`src/rtl/swap_countdown.sv`:
```
// Countdown engine: loads N into X/Y, then steps Y and X down alternately to zero.
// Y is never allowed above X; a swap repair path flags err if that ever happens.
module swap_countdown #(
  parameter int W = 8
) (
  input  logic         clk,
  input  logic         rst,
  input  logic         start,
  input  logic [W-1:0] start_val,
  output logic         ready,
  output logic         busy,
  output logic         done,
  output logic [W-1:0] x_out,
  output logic [W-1:0] y_out,
  output logic [W:0]   steps,
  output logic         err,
  output logic         prop
);

  typedef enum logic [1:0] {
    IDLE,
    COUNT,
    DONE
  } state_t;

  state_t       state, state_d;
  logic [W-1:0] x, x_d;
  logic [W-1:0] y, y_d;
  logic [W:0]   cnt, cnt_d;
  logic         err_q, err_d;

  always_ff @(posedge clk or posedge rst) begin
    if (rst) begin
      state <= IDLE;
      x     <= '0;
      y     <= '0;
      cnt   <= '0;
      err_q <= 1'b0;
    end else begin
      state <= state_d;
      x     <= x_d;
      y     <= y_d;
      cnt   <= cnt_d;
      err_q <= err_d;
    end
  end

  always_comb begin
    state_d = state;
    x_d     = x;
    y_d     = y;
    cnt_d   = cnt;
    err_d   = err_q;
    unique case (state)
      IDLE: begin
        if (start) begin
          x_d     = start_val;
          y_d     = start_val;
          cnt_d   = '0;
          state_d = COUNT;
        end
      end
      COUNT: begin
        // Row order matters: zero exit first, then repair, then the two steps.
        if (x == '0 && y == '0) begin
          state_d = DONE;
        end else if (y > x) begin
          x_d   = y;
          y_d   = x;
          err_d = 1'b1;
        end else if (x == y) begin
          y_d   = y - W'(1);
          cnt_d = cnt + (W+1)'(1);
        end else begin
          x_d   = x - W'(1);
          cnt_d = cnt + (W+1)'(1);
        end
      end
      DONE: begin
        state_d = IDLE;
      end
      default: begin
        state_d = IDLE;
      end
    endcase
  end

  assign ready = (state == IDLE);
  assign busy  = (state == COUNT);
  assign done  = (state == DONE);
  assign x_out = x;
  assign y_out = y;
  assign steps = cnt;
  assign err   = err_q;
  assign prop  = !(y > x);

  assert property (@(posedge clk) disable iff (rst) prop);

endmodule
```
`config.mk`:
```
export PLATFORM = sky130hd
export DESIGN_NAME = swap_countdown
export DESIGN_NICKNAME = d
export VERILOG_FILES = /design/src/rtl/swap_countdown.sv
export SDC_FILE = /design/constraint.sdc
export NUM_CORES = 1
export LEC_CHECK = 0
export BUFFER_PORTS_ARGS = -buffer_cell sky130_fd_sc_hd__buf_2
export CORE_UTILIZATION = 40
export DETAILED_ROUTE_END_ITERATION = 16
export MAX_ROUTING_LAYER = met4
export PLACE_DENSITY = 0.59
export SLEW_MARGIN = 5
export SYNTH_ARGS = -nofsm -noshare
export SYNTH_HDL_FRONTEND = slang
export SYNTH_SLANG_ARGS = --single-unit
```
`constraint.sdc`:
```
create_clock -name clk -period 3.7 [get_ports clk]
set_clock_uncertainty 0.05 [all_clocks]
set_input_delay 0.185 -clock clk [delete_from_list [all_inputs] [get_ports clk]]
set_output_delay 0.185 -clock clk [all_outputs]
set_load 0.05 [all_outputs]
```
==> metrics <==
Worst EP arrival=2.78 ns; nets=322; Antenna Violating Nets Remaining=0; RSZ-0062 raised after global routing=false; die footprint=5750 um2; Worst-Skew Late Latency=0.29 ns; final hold violation count=0; outcome=finished, final reports clean; critical path capture point type=output pin; max incr delay on CP=0.44 ns; first-pass GRT wire length=10.4 mm; maxcap violations=0; post_cts resized=0; layer with the highest usage=met2; Hold Buf Count CTS=0; YS warnings=0; CTS tree=done; global route overflow=0; Final period util=81.5%; Setup Crit Path Kind=register to output pin; 1st-iter DRT viols=183; slowest CP cell=dfrtp_1; TritonCTS buffer count=3; largest net degree at the start of global routing=29; gpl congestion=0.966; WL per Instance=17.8 um; Top FF cell, synth=dfrtp_1; clk sinks=28; Fill cells=515; vias in the first global route=2011; dpl hpwl=4.93 mm; Pins Over Slew Limit=0; CP required=3.46 ns; area of the multi-input gates=1350 um2; CP Launch Type=register; Die Y=75.9 um; Worst path most repeated cell=inv_1; met3 GRT Util=2.38%; Port Buffers=40; Via density=5.95; cell area after synthesis=2180 um2; post-synth cell types=53; CP cell instances=inv_1 > ha_1 > nor2b_1 > o211a_1 > o21ai_0 > a21oi_1 > buf_4 > inv_1 > buf_2; initial core utilization=42.2%; worst r2r path cells=8; Rel. slew slack=28.8%; Total GRT Usage=25.3%; post-CTS setup buffer count=0; Die Wd=75.9 um; Rows=26; met2 GRT Util=38.7%; area grow syn2layout=15.6%; Vias=2190; cells after synthesis=258; Root Driver=clkbuf_8; sequential area share after synthesis=32.1%; diodes inserted=0; sequential cell area=701 um2; antenna violations before repair=0; Syn Area/Cell=8.46 um2; Synth Net Count=281; layout cell share with drive strength beyond 1=21.8%; # IOs=41; setup tns final=0 ns; Critical Path Fanout Max=8; Post-synth EDFFs=0; setup violators final=0; H-tree Lvls=1; Hold Crit Class=primary input to asynchronous set/reset pin; Core Footprint=5170 um2; fraction of registers with async set/reset=100%; Max clock buf depth=2; met1 Resource Use GR=35.1%; drt drc=0; drt total wl=6.56 mm; maximum clock frequency=0.332 GHz; Slew @ Worst Pin=1.07 ns; drt pass-1 iters=4; Worst-path clk slew=0.11 ns; #FFs+latches synth=28; min Tclk post-route=3.01 ns
path summary, 6_finish.rpt:
path | startpoint | to | slack (ns)
max in group asynchronous | rst | y_out[1]$_DFFE_PP0P_ | 2.86
worst max-delay path | x_out[1]$_DFFE_PP0P_ | prop | 0.69
worst max register to register | y_out[0]$_DFFE_PP0P_ | steps[8]$_DFFE_PP0P_ | 0.77
worst min-delay path | rst | steps[5]$_DFFE_PP0P_ | 0.09
worst min register to register | err$_DFFE_PP0P_ | err$_DFFE_PP0P_ | 0.44
min in group clk | start_val[5] | x_out[5]$_DFFE_PP0P_ | 0.11
final cells by class:
cell class                 instances  area share (%)
clock buffer                       3            1.64
clock inverter                     1            1.19
inverter                          20            3.17
multi-input combinational        201            53.3
sequential                        28            27.8
tap                               70            3.47
timing repair buffer              45            9.42
stage by stage:
| stage | cell area [um2] | hold WS (ns) | utilization (%) | std cells | setup slack [ns] |
|---|---|---|---|---|---|
| floorplan | 2180 | 0.200 | - | 258 | 0.684 |
| CTS | 2520 | 0.103 | 48.8 | 368 | 0.704 |
| global placement | 2450 | 0.409 | 47.4 | 364 | 0.893 |
| finish | 2520 | 0.0928 | 48.8 | 368 | 0.686 |
| detailed placement | 2450 | 0.401 | 47.4 | 364 | 0.810 |
| global route | 2520 | 0.120 | 48.8 | 368 | 0.399 |
state kept, by name, summed over array words and instances (netlist names):
signal,flops
state,2
x_out,8
y_out,8
err,1
steps,9
cells in the final DEF, fill, tap and decap left out, drive strengths merged, types with 3 or more instances in the layout:
| master | instances |
|---|---|
| clkbuf | 3 |
| nand3 | 13 |
| a22oi | 3 |
| inv | 20 |
| nand2b | 6 |
| a21oi | 15 |
| nor2 | 23 |
| a21o | 6 |
| buf | 45 |
| o21ai | 12 |
| xnor2 | 6 |
| o211ai | 7 |
| nor3 | 10 |
| o32a | 5 |
| mux2i | 4 |
| and3 | 4 |
| nand2 | 21 |
| ha | 12 |
| o311ai | 3 |
| a31oi | 4 |
| dfrtp | 28 |
| a211oi | 3 |
| nand4 | 4 |
| o21a | 4 |
| or4 | 3 |
| a31o | 4 |
Yosys cell counts, drive strengths merged, types with 2 or more instances:
library cell | instances | area (um2)
a22o | 2 | 17.5
a31o | 4 | 35.0
nand3 | 13 | 65.1
inv | 20 | 80.1
mux2i | 4 | 40.0
o311ai | 3 | 26.3
and3 | 4 | 25.0
nand2 | 21 | 78.8
and2 | 2 | 12.5
a211o | 2 | 17.5
ha | 12 | 150
or4 | 3 | 30.0
a211oi | 3 | 22.5
a31oi | 4 | 25.0
o21a | 4 | 30.0
nor2 | 23 | 86.3
nor3 | 10 | 50.1
o211ai | 7 | 52.6
clkbuf | 6 | 22.5
a21oi | 15 | 75.1
o21ai | 12 | 82.6
a21o | 6 | 47.6
or3 | 2 | 12.5
and4 | 2 | 17.5
a22oi | 3 | 22.5
buf | 3 | 33.8
nand4 | 4 | 25.0
dfrtp | 28 | 701
nand2b | 6 | 37.5
nor4 | 2 | 12.5
nor2b | 2 | 12.5
xnor2 | 6 | 52.6
o32a | 5 | 51.3
critical path: cells and delay by family, from the launching register on:
family	cells	cell delay, ns
buffers and inverters	4	0.81
AO/OA/AOI/OAI	3	0.78
flip-flops	1	0.44
adder cells (fa/ha/maj)	1	0.31
AND/OR/NAND/NOR	1	0.15
kinds of logic (layout without fill, tap and decap cells):
family                   after synthesis  count (layout)  share of synthesized area [%]
multiplexers                           5               5                           2.35
AO/OA/AOI/OAI                         78              78                           26.4
adder cells (fa/ha/maj)               12              12                           6.88
flip-flops                            28              28                           32.1
XOR/XNOR                               7               7                           2.81
buffers and inverters                 29              69                           6.25
AND/OR/NAND/NOR                       99              99                           23.2
layer usage:
layer  vias to the layer above  share of wire, %
met5                         -                 0
met4                         0               1.9
met3                        10               4.8
met2                        76                45
met1                      1058                48
li1                       1046                 -
Power is not shown: default switching activity piles up to over one toggle a cycle in this logic, so the estimate is an artifact.
